--- config.mk ---
export PLATFORM = sky130hd
export DESIGN_NAME = mesh_src_port
export DESIGN_NICKNAME = d
export VERILOG_FILES = /design/src/rtl/mesh_pkg.sv /design/src/rtl/mesh_sync_fifo.sv /design/src/rtl/mesh_src_port.sv
export SDC_FILE = /design/constraint.sdc
export NUM_CORES = 1
export LEC_CHECK = 0
export ABC_CLOCK_PERIOD_IN_PS = 3710
export CAP_MARGIN = 25
export CORE_MARGIN = 2
export CORE_UTILIZATION = 54
export CTS_BUF_LIST = sky130_fd_sc_hd__clkbuf_8
export DETAILED_ROUTE_END_ITERATION = 8
export MAX_ROUTING_LAYER = met4
export PLACE_DENSITY_LB_ADDON = 0.15
export SYNTH_ARGS = -nofsm -noshare
export SYNTH_HDL_FRONTEND = slang
export SYNTH_SLANG_ARGS = --single-unit
--- constraint.sdc ---
create_clock -name clk -period 3.71 [get_ports clk]
set_clock_uncertainty 0.2 [all_clocks]
set_input_delay 0.742 -clock clk [delete_from_list [all_inputs] [get_ports clk]]
set_output_delay 0.742 -clock clk [all_outputs]
set_load 0.05 [all_outputs]
--- src/rtl/mesh_pkg.sv ---
// Shared mesh packet definitions: address field width, field offsets, packet struct and pack helper.
package mesh_pkg;

    localparam int ADDR_W   = 4;
    localparam int PKT_W    = 32;
    localparam int PAY_W    = PKT_W - 2*ADDR_W - 1;
    localparam int ROW_MSB  = PKT_W - 1;
    localparam int COL_MSB  = ROW_MSB - ADDR_W;
    localparam int MODE_BIT = COL_MSB - ADDR_W;

    typedef struct packed {
        logic [ADDR_W-1:0] row;
        logic [ADDR_W-1:0] col;
        logic              mode;
        logic [PAY_W-1:0]  payload;
    } packet_t;

    function automatic packet_t pack_pkt(input logic [ADDR_W-1:0] row,
                                         input logic [ADDR_W-1:0] col,
                                         input logic              mode,
                                         input logic [PAY_W-1:0]  payload);
        packet_t p;
        p.row     = row;
        p.col     = col;
        p.mode    = mode;
        p.payload = payload;
        return p;
    endfunction

endpackage

--- src/rtl/mesh_sync_fifo.sv ---
// Synchronous FIFO with combinational head read; occupancy tracked by an explicit count register.
module mesh_sync_fifo #(
    parameter int DEPTH = 8,
    parameter int WIDTH = 32
) (
    input  logic                     clk,
    input  logic                     reset,
    input  logic                     push_i,
    input  logic                     pop_i,
    input  logic [WIDTH-1:0]         wdata_i,
    output logic [WIDTH-1:0]         rdata_o,
    output logic                     full_o,
    output logic                     empty_o,
    output logic [$clog2(DEPTH):0]   count_o
);
    localparam int PW = $clog2(DEPTH);
    localparam int CW = PW + 1;

    logic [WIDTH-1:0] mem_q [DEPTH];
    logic [PW-1:0]    wr_ptr_q, wr_ptr_d;
    logic [PW-1:0]    rd_ptr_q, rd_ptr_d;
    logic [CW-1:0]    count_q, count_d;
    logic             pop_fire;
    logic             push_fire;

    assign empty_o   = (count_q == '0);
    assign full_o    = (count_q == CW'(DEPTH));
    assign count_o   = count_q;
    assign rdata_o   = empty_o ? '0 : mem_q[rd_ptr_q];
    // A pop frees a slot in the same cycle, so a full FIFO still accepts a push alongside it.
    assign pop_fire  = pop_i && !empty_o;
    assign push_fire = push_i && (!full_o || pop_fire);

    always_comb begin
        wr_ptr_d = wr_ptr_q;
        rd_ptr_d = rd_ptr_q;
        count_d  = count_q;
        if (push_fire) wr_ptr_d = wr_ptr_q + 1'b1;
        if (pop_fire)  rd_ptr_d = rd_ptr_q + 1'b1;
        if (push_fire && !pop_fire)      count_d = count_q + 1'b1;
        else if (pop_fire && !push_fire) count_d = count_q - 1'b1;
    end

    always_ff @(posedge clk) begin
        if (reset) begin
            wr_ptr_q <= '0;
            rd_ptr_q <= '0;
            count_q  <= '0;
        end else begin
            wr_ptr_q <= wr_ptr_d;
            rd_ptr_q <= rd_ptr_d;
            count_q  <= count_d;
        end
    end

    always_ff @(posedge clk) begin
        if (push_fire) mem_q[wr_ptr_q] <= wdata_i;
    end

endmodule

--- src/rtl/mesh_src_port.sv ---
// Terminal-side source adapter: packs requests, queues them and presents the head to the router.
// Optional destination range check enabled by defining MESH_SRC_DST_CHECK_EN.
module mesh_src_port #(
    parameter int ROWS    = 4,
    parameter int COLUMS  = 4,
    parameter int PCKG_SZ = 32,
    parameter int DEPTH   = 8,
    parameter int ADDR_W  = mesh_pkg::ADDR_W,
    parameter int CNT_W   = 8
) (
    input  logic                         clk,
    input  logic                         reset,
    input  logic                         wr_en,
    input  logic [ADDR_W-1:0]            wr_row,
    input  logic [ADDR_W-1:0]            wr_col,
    input  logic                         wr_mode,
    input  logic [PCKG_SZ-2*ADDR_W-2:0]  wr_payload,
    output logic                         full_o,
    output logic [$clog2(DEPTH):0]       count_o,
    output logic                         pndng_o,
    output logic [PCKG_SZ-1:0]           data_o,
    input  logic                         pop_i,
    output logic [CNT_W-1:0]             drop_cnt_o,
    output logic                         pop_err_o,
    output logic [CNT_W-1:0]             bad_dst_cnt_o
);
    import mesh_pkg::*;

    logic [PCKG_SZ-1:0] wdata;
    logic               empty;
    logic               dst_legal;
    logic               dst_ok;
    logic               push_req;
    logic               full_drop;
    logic               drop_evt;
    logic [CNT_W-1:0]   drop_q, drop_d;
    logic               pop_err_q, pop_err_d;

    // Row field sits at the top, then column, then mode; payload fills the rest.
    assign wdata     = {wr_row, wr_col, wr_mode, wr_payload};
    assign dst_legal = (wr_row >= ADDR_W'(1)) && (wr_row <= ADDR_W'(ROWS)) &&
                       (wr_col >= ADDR_W'(1)) && (wr_col <= ADDR_W'(COLUMS));

`ifdef MESH_SRC_DST_CHECK_EN
    logic [CNT_W-1:0] bad_q, bad_d;
    logic             bad_evt;

    assign dst_ok  = dst_legal;
    assign bad_evt = wr_en && !dst_legal;
    assign bad_d   = (bad_evt && (bad_q != '1)) ? bad_q + 1'b1 : bad_q;

    always_ff @(posedge clk) begin
        if (reset) bad_q <= '0;
        else       bad_q <= bad_d;
    end
    assign bad_dst_cnt_o = bad_q;
`else
    logic unused_dst_legal;
    assign unused_dst_legal = dst_legal;
    assign dst_ok           = 1'b1;
    assign bad_dst_cnt_o    = '0;
`endif

    assign push_req  = wr_en && dst_ok;
    assign full_drop = push_req && full_o && !(pop_i && pndng_o);
    assign drop_evt  = (wr_en && !dst_ok) || full_drop;

    always_comb begin
        drop_d    = drop_q;
        pop_err_d = pop_err_q;
        if (drop_evt && (drop_q != '1)) drop_d = drop_q + 1'b1;
        if (pop_i && !pndng_o)          pop_err_d = 1'b1;
    end

    always_ff @(posedge clk) begin
        if (reset) begin
            drop_q    <= '0;
            pop_err_q <= 1'b0;
        end else begin
            drop_q    <= drop_d;
            pop_err_q <= pop_err_d;
        end
    end

    mesh_sync_fifo #(
        .DEPTH (DEPTH),
        .WIDTH (PCKG_SZ)
    ) u_fifo (
        .clk     (clk),
        .reset   (reset),
        .push_i  (push_req),
        .pop_i   (pop_i),
        .wdata_i (wdata),
        .rdata_o (data_o),
        .full_o  (full_o),
        .empty_o (empty),
        .count_o (count_o)
    );

    assign pndng_o    = !empty;
    assign drop_cnt_o = drop_q;
    assign pop_err_o  = pop_err_q;

endmodule

# ---- Word-level counts from Yosys, hierarchy flattened
# Memories as Yosys holds them, arrays and structs flattened. A register that Yosys moved wholly into a read port is not among the register bits.
# Cells that the tools add are included.
dict set report totals {
  ff_bits 19
  ram_bits 256
  elab_cells 35
  n_memories 1
}
# name depth width rd rd_ports_with_merged_regs write_ports line
set memory_table {}
lappend memory_table {u_fifo.mem_q 8 32 1 1 1 mesh_sync_fifo.sv:19} ;# logic [WIDTH-1:0] mem_q [DEPTH];
dict set report classes {
  addsub 5
  eq_ne 2
  n_mux 7
  reduce_logical 15
}
# operator count
set ops {}
lappend ops {{$mux 32} 1}
lappend ops {{$add 8x1->8 const B} 1}
lappend ops {{$logic_and 1x1->1} 8}
lappend ops {{$mux 4} 2}
lappend ops {{$ne 8x8->1 const B} 1}
lappend ops {{$add 3x1->3 const B} 2}
lappend ops {{$mux 3} 2}
lappend ops {{$add 4x1->4 const B} 1}
lappend ops {{$eq 4x4->1 const B} 1}
lappend ops {{$logic_not 1->1} 4}
lappend ops {{$logic_not 4->1} 1}
lappend ops {{$sub 4x1->4 const B} 1}
lappend ops {{$mux 1} 2}
lappend ops {{$reduce_bool 2->1} 1}
lappend ops {{$logic_or 1x1->1} 1}

# ---- Depth between registers and ports, before layout
# Gate-level depths: netlist of run 1.
dict set report logic_depth {
  word_depth 9
  ltp_mapped 10
}

# ---- By module
# A second synthesis of run 1 with hierarchy kept.
dict set report hier_totals {
  cells_unflattened 541
  hier_area_um2 10871.7
}
# mod instances cells_per_inst area_each_um2 seq_area_each_um2
set modules_own_cells {}
lappend modules_own_cells {mesh_sync_fifo 1 477 10354.9 7947.6}
lappend modules_own_cells {mesh_src_port 1 64 516.7 180.2}

# ---- Worst setup path before layout of run 1
# OpenSTA, ideal clock, no wires.
dict set report synth_path {
  path_kind {reg-to-reg}
  from {reg u_fifo.count_q[0], in the netlist u_fifo.count_o[0]}
  to {mem u_fifo.mem_q[0][0], enable pin}
  t_arrival_ns 3.584
  t_required_ns 3.049
  slack_ns -0.535
  stages_incl_launch_ff 6
  n_path_buf 1
  period_less_slack_ns 4.245
  cell_sequence {dfxtp_1 or4b_1 buf_2 o21a_1 nand2b_1 nor3_1}
}
dict set report synth_between {
  elab_chain_len 7
  elab_cells_between_ends 9
  classes_between {eq/ne: 1; mux: 2; reduce/logical: 6}
}
# element line
set synth_lines {}
lappend synth_lines {{start, declared} mesh_sync_fifo.sv:22} ;# logic [CW-1:0] count_q, count_d;
lappend synth_lines {{start signal, assigned} mesh_sync_fifo.sv:52} ;# count_q <= count_d;
lappend synth_lines {{$logic_not 4->1} mesh_sync_fifo.sv:26} ;# assign empty_o = (count_q == '0);
lappend synth_lines {{$logic_not 1->1} mesh_sync_fifo.sv:31} ;# assign pop_fire = pop_i && !empty_o;
lappend synth_lines {{$logic_and 1x1->1} mesh_sync_fifo.sv:31}
lappend synth_lines {{$logic_or 1x1->1 (*)} mesh_sync_fifo.sv:32} ;# assign push_fire = push_i && (!full_o || pop_fire);
lappend synth_lines {{$logic_and 1x1->1 (*)} mesh_sync_fifo.sv:32}
lappend synth_lines {{net u_fifo.push_fire} mesh_sync_fifo.sv:24} ;# logic push_fire;
lappend synth_lines {{$mux 1 (*)} mesh_sync_fifo.sv:57} ;# if (push_fire) mem_q[wr_ptr_q] <= wdata_i;
lappend synth_lines {{$mux 1 (not written as such) (*)} mesh_sync_fifo.sv:57}
lappend synth_lines {{end, declared} mesh_sync_fifo.sv:19}
# The timed path passes the listed nets; every way through them passes the cells marked *.

==> metrics, run 1 <==
status=completed; DRT iter0 DRCs=280; post-synthesis mux area share=0.166; initial core utilization=0.553; critical path peak fanout=12; setup ws final=0.208 ns; Mean Syn Cell Area=20.0 um2; Post-Synth Adder-Cell Area=0.00881; area grow syn2layout=19.1%; min-delay src=pop_err_o; critical-path cell list=mux4_2, mux2i_1, nor2_1, clkdlybuf4s50_1; total core area=19500 um2; drt total wl=~21000 um; Post-synth EDFFs=between 200 and 300; post-route minimum period=~3.5 ns; normalized max-slew margin=0.490; simple-gate portion of the synthesized area=0.0350; DRC errors left=0; synthesized cell area=~11000 um2; hold-critical path depth=2; IO Pins=slightly above 90; CP Class=flip-flop to primary output; slowest CP cell=clkdlybuf4s50_1; Mapped Cells=approximately 540; number of global-route vias before repair=roughly 5800; Worst-path clk slew=approximately 0.06 ns; max_cap viols=0; die area=21100 um2; Yosys warning count=0; Worst Path Required=roughly 2.8 ns; Lkg Pwr=about 4.2 nW; setup violators final=0; crit path buf inv count=1; WL/cell=around 22 um; H-tree levels=2; Tightest Hold Check Type=flip-flop to flip-flop; Die W=between 100 and 150 um; vias per inst=approximately 5.7; setup_tns=0 ns; GRT Total Usage=0.209; nets=~700; cells on worst reg2reg path=9; Largest delay share family, worst path=multiplexers; placed instance area=12000 um2; post-synthesis compound-gate area fraction=0.0143; internal reg-to-reg setup slack=0.61 ns; final count of pins violating max slew=0; CTS max path bufs=3; num rows=51; Crit Reg-Reg Endpoint=u_fifo.count_o[3]; largest net degree at the start of global routing=40; initial antenna violation count=0; worst-margin pin slew=about 0.76 ns; ANT cells=0; maximum clock frequency=about 0.29 GHz; Skew-Pair Late Insertion Delay=0.53 ns; dpl ws=about 0.37 ns; Final ANT Viol Nets=0; RSZ-0062 raised after global routing=false; root buf cell=clkbuf_8; period utilization=0.944; CP endpoint kind=primary output; total grt overflow=0; Post-Synth XOR/XNOR Area=0.00406; Startpoint Class=flip-flop; count of state elements after synthesis=278; DP Wirelength=about 12000 um; Async SR Flop Fraction=0; Final Instance Area=about 13000 um2; sequential share of the synthesized area=0.753; drt first pass iters=4; Main synth FF type=edfxtp_1; via count=about 5400; ratio of cells with drive above 1 in the final layout=0.246; Hold Path End=pop_err_o; FF-to-FF Start=u_fifo.count_o[0]; first-pass GRT wire length=around 33000 um; worst path arrival time=between 2 and 3 ns; Synth cell types=37; CTS tree=yes; Die H=145 um; slowest stage delay, CP=roughly 0.70 ns; routability cong.=about 0.75; Max rail drop VDD=between 300 and 400 uV; total CTS buffers=44; Fin. Hold Viols=0; number of port buffers=82; clk sinks=roughly 280; largest family of logic cells by synthesized area=multiplexers; pwr dens=a little under 700 nW/um2
## flip-flops by register name (all words and copies together) (netlist names), named ones only
| name | flops |
|---|---|
| u_fifo.rd_ptr_q | 3 |
| u_fifo.count_o | 4 |
| u_fifo.wr_ptr_q | 3 |
| pop_err_o | 1 |
| u_fifo.mem_q | 256 |
| drop_cnt_o | 8 |
## routing by layer
layer | wire length (um) | global-route usage
met4 | 281 | 0.0564
met2 | 10900 | 0.345
met5 | 0 | -
met1 | 8590 | 0.269
met3 | 1370 | 0.0411
## worst max-delay path by stage
stage	slack, ns	cells after the start	end	from
final	0.21	4	data_o[20]	flip-flop
after global routing	0.05	4	data_o[2]	flip-flop
after CTS	0.003	4	data_o[20]	flip-flop
after detailed placement	0.37	9	u_fifo.count_o[3]	pop_i
after global placement	0.42	9	u_fifo.count_o[3]	pop_i
after floorplan	0.20	10	u_fifo.count_o[3]	u_fifo.count_o[0]
## area by class of cell
cell class	count	area, um2
multi-input combinational	228	2570
tap	265	332
sequential	278	8140
fill	1354	6680
clock buffer	46	633
clock inverter	33	130
inverter	6	22.5
timing repair buffer	107	1030
## timing repair
action | CTS | global route
hold buffers | 0 | 0
resized for setup | 0 | 5
endpoints found under the setup margin | 0 | 14
buffers inserted | 0 | 2
## stage by stage
step	hold slack [ns]	util	std cells	power, mW
after floorplan	0.254	-	546	5.83
after global placement	0.252	0.615	881	6.68
after detailed placement	0.257	0.615	881	6.72
after CTS	0.271	0.654	960	8.97
after global routing	0.311	0.658	963	9.32
final	0.267	0.658	963	8.92
## synth_stat cells (all sizes together), types with 2 or more instances
cell type  instances  area share
nor3               3      0.0014
o31ai              3      0.0021
a31oi              2      0.0012
o21a               2      0.0014
mux4              64        0.13
o21ai              2     0.00093
nand3              6      0.0028
nor4               3      0.0017
or4                3      0.0021
mux2i             34       0.032
nor2              52       0.018
inv                6      0.0021
or3                2      0.0012
buf               20       0.011
edfxtp           256        0.71
clkbuf            14      0.0049
a21oi             12      0.0056
xor2               4      0.0032
nand2b             5      0.0029
ha                 6      0.0070
nand2              6      0.0021
dfxtp             22       0.041
## placed cells by master, fill, tap and decap left out, drive strengths merged, types with 3 or more instances in the layout
| cell | instances |
|---|---|
| inv | 24 |
| dfxtp | 22 |
| a21oi | 12 |
| nand2 | 6 |
| clkbuf | 47 |
| nand2b | 5 |
| nor3 | 3 |
| clkdlybuf4s50 | 55 |
| xor2 | 4 |
| or4 | 3 |
| mux4 | 64 |
| nand3 | 6 |
| dlymetal6s2s | 5 |
| edfxtp | 256 |
| buf | 46 |
| conb | 8 |
| mux2i | 34 |
| clkinv | 15 |
| nor2 | 52 |
| nor4 | 3 |
| o31ai | 3 |
| ha | 6 |
## worst reg2reg max path, stage by stage (launching register included)
cell and delay (ns):
dfxtp_1 0.39, or4b_1 0.66, o21a_1 0.28, ha_1 0.23, inv_1 0.14, ha_1 0.29
a21oi_1 0.19, a211oi_1 0.11, a31oi_1 0.16, mux2_2 0.34
## report_power, final
part           switching [mW]  internal [mW]
Sequential              0.141           3.58
Combinational            1.78           1.17
Clock                    1.11           1.14
## cells by family (layout without fill, tap and decap cells)
logic type | after synthesis | after routing
other cells | 1 | 8
buf+inv | 40 | 192
simple gates | 84 | 84
fa+ha+maj | 7 | 7
flops | 278 | 278
compound gates | 25 | 25
mux | 99 | 99
xor+xnor | 5 | 5
(Power assumes the default switching activity.)
==> run 2: changes to the inputs <==
Settings changed: MAX_ROUTING_LAYER met4 to unset.
==> run 2 against run 1 <==
Compared with the run above: critical path depth unchanged; largest cell class unchanged; fmax down 0.30%; worst hold slack about the same; non-clock buffer count unchanged; final cell count unchanged; clock power about the same; routed wire length up 0.37%; setup slack worse by 0.010 ns; core utilization unchanged; critical endpoint unchanged; combinational power about the same; register-to-register slack about the same; die area unchanged.
==> metrics, run 2 (same netlist as run 1, synthesis figures left out) <==
critical path peak fanout=12 (unchanged); number of port buffers=82 (unchanged); final count of pins violating max slew=0 (unchanged); Util after Layout=0.658 (unchanged); Final Instance Area=12800 um2 (unchanged); period utilization=0.947 (was 0.944); Fin Hold WS=0.267 ns (about the same); max_cap viols=0 (unchanged); number of global-route vias before repair=5826 (was 5817); drt first pass iters=4 (unchanged); RSZ-0062 raised after global routing=false (unchanged); worst-margin pin slew=0.754 ns (was 0.763 ns); pwr dens=695 nW/um2 (was 694 nW/um2); total CTS buffers=44 (unchanged); maximum clock frequency=0.285 GHz (was 0.286 GHz); normalized max-slew margin=0.496 (was 0.490); Final ANT Viol Nets=0 (unchanged); commonest cells after routing, fill and taps aside=edfxtp_1, mux4_2, clkdlybuf4s50_1 (unchanged); Tightest Hold Check Type=flip-flop to flip-flop (unchanged); vias per inst=5.65 (about the same); initial core utilization=0.553 (unchanged); die area=21100 um2 (unchanged); internal reg-to-reg setup slack=0.61 ns (about the same); CP Class=flip-flop to primary output (unchanged); Hold Path End=pop_err_o (unchanged); FF-to-FF Start=u_fifo.count_o[0] (unchanged); worst path arrival time=2.57 ns (was 2.56 ns); num rows=51 (unchanged); clk sinks=278 (unchanged); placed instance area=12000 um2 (unchanged); setup violators final=0 (unchanged); DRC errors left=0 (unchanged); DP Wirelength=11900 um (unchanged); ANT cells=0 (unchanged); Die H=145 um (unchanged); first-pass GRT wire length=32700 um (about the same); max FFs per register=256 (unchanged); Biggest register=u_fifo.mem_q (unchanged); via count=5445 (was 5442); GRT Total Usage=0.202 (was 0.209); H-tree levels=2 (unchanged); area grow syn2layout=19.1% (unchanged); total grt overflow=0 (unchanged); DRT iter0 DRCs=330 (was 280); Multi-input gate area=2570 um2 (unchanged); Max rail drop VDD=374 uV (was 371 uV); drt total wl=21300 um (was 21200 um); Fin. Hold Viols=0 (unchanged); commonest non-fill, non-tap cell in the layout=edfxtp_1 (unchanged); Worst Path Required=2.77 ns (about the same); min-delay src=pop_err_o (unchanged); Lkg Pwr=4.21 nW (unchanged); total core area=19500 um2 (unchanged); hold-critical path depth=2 (unchanged); Startpoint Class=flip-flop (unchanged); total power=8.93 mW (was 8.92 mW); Worst-path clk slew=0.06 ns (about the same); initial antenna violation count=0 (unchanged); largest net degree at the start of global routing=40 (unchanged); Die W=145 um (unchanged); status=completed (unchanged); setup_tns=0 ns (unchanged); root buf cell=clkbuf_8 (unchanged); CP endpoint kind=primary output (unchanged); CTS max path bufs=3 (unchanged); WL/cell=22.1 um (was 22.0 um); nets=708 (unchanged); Filler Cells Inserted=1354 (unchanged); ratio of cells with drive above 1 in the final layout=0.246 (unchanged); CTS tree=yes (unchanged); routability cong.=0.745 (was 0.755); cells on worst reg2reg path=9 (unchanged); register area=8140 um2 (unchanged); IO Pins=91 (unchanged); Crit Reg-Reg Endpoint=u_fifo.count_o[3] (unchanged); Skew-Pair Late Insertion Delay=0.53 ns (about the same); post-route minimum period=3.51 ns (was 3.50 ns)
run 2: cell counts in the layout (fill, tap and decap cells not counted):
Identical to the previous run, type by type.
run 2: final cells by class:
type / instances / area share
clock buffer: 46 / 0.0493
clock inverter: 33 / 0.0101
inverter: 6 / 0.00175
multi-input combinational: 228 / 0.200
sequential: 278 / 0.633
tap: 265 / 0.0258
timing repair buffer: 107 / 0.0800
run 2: worst max-delay path by stage:
| stage | startpoint | to | depth (start not counted) |
|---|---|---|---|
| finish | flip-flop | data_o[20] | 4 |
| global route | flip-flop | data_o[2] | 4 |
| global placement | pop_i | u_fifo.count_o[3] | 9 |
| CTS | flip-flop | data_o[20] | 4 |
| detailed placement | pop_i | u_fifo.count_o[3] | 9 |
| floorplan | u_fifo.count_o[0] | u_fifo.count_o[3] | 10 |
run 2: worst max-delay path, cell delays in order, from the launching register on:
cell,delay (ns)
dfxtp_4,0.55
mux4_2,0.56
mux2i_1,0.14
nor2_1,0.07
clkdlybuf4s50_1,0.70
run 2: power by group:
part,internal (mW),switching [mW],total (mW)
Clock,1.14,1.11,2.25
Sequential,3.58,0.143,3.72
Combinational,1.17,1.78,2.95
run 2: metal layers:
layer,vias to the layer above,part of all wire,global-route usage
met5,-,0,0
met2,169,0.52,0.345
met3,32,0.058,0.0420
met1,2822,0.41,0.269
li1,2422,-,-
met4,0,0.015,0.0564
run 2: stage by stage:
stage	cells	worst slack [ns]
global placement	881	0.419
floorplan	546	0.197
finish	963	0.197
detailed placement	881	0.368
global route	963	0.0511
CTS	960	0.00344
run 2: timing repair:
action                                 4_1_cts  5_1_grt
setup endpoints to repair                    0       14
hold buffers                                 0        0
buffers inserted                             0        2
resized for setup                            0        5
endpoints found under the hold margin        0        0
==> run 3: changes to the inputs <==
Settings changed: PLACE_DENSITY_LB_ADDON 0.15 to 0.2.
==> run 3 against run 2 <==
Compared with the run above: via count down 1.3%; routed wire length down 4.8%; non-clock buffer count down 1; fmax down 2.0%; worst hold slack better by 0.014 ns; sequential cell count unchanged.
==> metrics, run 3 (same netlist as run 1, synthesis figures left out) <==
Die W=145 um (unchanged); internal reg-to-reg setup slack=0.61 ns (about the same); CP endpoint kind=primary output (unchanged); Crit Reg-Reg Endpoint=u_fifo.count_o[3] (unchanged); post-route minimum period=3.59 ns (was 3.51 ns); via count=5372 (was 5445); initial core utilization=0.553 (unchanged); CP Class=flip-flop to primary output (unchanged); normalized max-slew margin=0.454 (was 0.496); status=completed (unchanged); Biggest register=u_fifo.mem_q (unchanged); Hold Path End=pop_err_o (unchanged); commonest non-fill, non-tap cell in the layout=edfxtp_1 (unchanged); Skew-Pair Late Insertion Delay=0.54 ns (was 0.53 ns); Fin. Hold Viols=0 (unchanged); DP Wirelength=11500 um (was 11900 um); total core area=19500 um2 (unchanged); worst-margin pin slew=0.816 ns (was 0.754 ns); RSZ-0062 raised after global routing=false (unchanged); Tightest Hold Check Type=flip-flop to flip-flop (unchanged); setup_tns=0 ns (unchanged); setup violators final=0 (unchanged); cells on worst reg2reg path=9 (unchanged); Lkg Pwr=4.24 nW (was 4.21 nW); total CTS buffers=43 (was 44); GRT Total Usage=0.195 (was 0.202); initial antenna violation count=0 (unchanged); DRC errors left=0 (unchanged); final non-filler cell total=961 (was 963); placed cells=882 (was 881); setup bufs post-CTS=0 (unchanged); critical path peak fanout=12 (unchanged); WL/cell=21.1 um (was 22.1 um); period utilization=0.967 (was 0.947); Final ANT Viol Nets=0 (unchanged); area grow syn2layout=19.1% (about the same); Die H=145 um (unchanged); FF-to-FF Start=u_fifo.count_o[0] (unchanged); number of global-route vias before repair=5557 (was 5826); Worst-path clk slew=0.06 ns (about the same); number of port buffers=82 (unchanged); vias per inst=5.59 (was 5.65); final count of pins violating max slew=0 (unchanged); ratio of cells with drive above 1 in the final layout=0.227 (was 0.246); H-tree levels=2 (unchanged); root buf cell=clkbuf_8 (unchanged); CTS max path bufs=3 (unchanged); drt first pass iters=4 (unchanged); DRT iter0 DRCs=297 (was 330); maximum clock frequency=0.279 GHz (was 0.285 GHz); Max rail drop VDD=579 uV (was 374 uV); dpl ws=0.352 ns (was 0.368 ns); drt total wl=20200 um (was 21300 um); clk sinks=278 (unchanged); Worst Path Required=2.77 ns (about the same); routability cong.=0.742 (was 0.745); largest net degree at the start of global routing=45 (was 40); pwr dens=684 nW/um2 (was 695 nW/um2); num rows=51 (unchanged); commonest cells after routing, fill and taps aside=edfxtp_1, mux4_2, clkdlybuf4s50_1 (unchanged); ANT cells=0 (unchanged); total grt overflow=0 (unchanged); max_cap viols=0 (unchanged); setup ws final=0.124 ns (was 0.197 ns); max FFs per register=256 (unchanged); CTS tree=yes (unchanged); IO Pins=91 (unchanged); hold-critical path depth=2 (unchanged); die area=21100 um2 (unchanged); nets=706 (was 708); Startpoint Class=flip-flop (unchanged); worst path arrival time=2.64 ns (was 2.57 ns); first-pass GRT wire length=31300 um (was 32700 um); min-delay src=pop_err_o (unchanged)
-- run 3: layer usage --
metal | part of all wire | wire [um] | global-route usage
met1 | 0.42 | 8550 | 0.264
met2 | 0.51 | 10300 | 0.327
met3 | 0.053 | 1070 | 0.0339
met4 | 0.016 | 333 | 0.0662
met5 | 0 | 0 | 0
-- run 3: critical path: stages (launching register included) --
cell	delay (ns)
dfxtp_4	0.47
buf_4	0.31
mux4_2	0.55
mux2i_1	0.28
nor2_1	0.06
dlygate4sd2_1	0.43
-- run 3: repair_timing --
action | in CTS | in global routing
gates resized for setup | 18 | 7
setup endpoints to repair | 18 | 7
gates cloned | 0 | 0
pin swaps | 0 | 0
hold buffers | 0 | 0
-- run 3: cell type report --
cell class	instances	area, um2
clock buffer	43	592
multi-input combinational	228	2570
inverter	6	22.5
clock inverter	35	161
tap	265	332
timing repair buffer	106	1050
sequential	278	8130
fill	1351	6670
-- run 3: stage by stage --
stage / hold slack [ns] / power (mW) / instance area [um2] / util
6_report: 0.281 / 8.79 / 12900 / 0.658
5_1_grt: 0.339 / 9.19 / 12900 / 0.658
4_1_cts: 0.279 / 8.91 / 12800 / 0.657
3_5_place_dp: 0.262 / 6.78 / 12100 / 0.620
2_1_floorplan: 0.254 / 5.83 / 10800 / -
3_3_place_gp: 0.254 / 6.74 / 12100 / 0.620
-- run 3: worst max path at each step --
| stage | end | depth (start not counted) | from | slack [ns] |
|---|---|---|---|---|
| CTS | data_o[3] | 5 | flip-flop | 0.01 |
| global route | data_o[0] | 5 | flip-flop | 0.006 |
| floorplan | u_fifo.count_o[3] | 10 | u_fifo.count_o[0] | 0.20 |
| detailed placement | u_fifo.count_o[3] | 9 | pop_i | 0.35 |
| global placement | data_o[0] | 5 | flip-flop | 0.41 |
| finish | data_o[0] | 5 | flip-flop | 0.12 |
-- run 3: where the power goes --
part	switching, mW	total (mW)	internal, mW
combinational	1.78	2.90	1.12
sequential	0.0951	3.67	3.58
clock	1.12	2.22	1.09
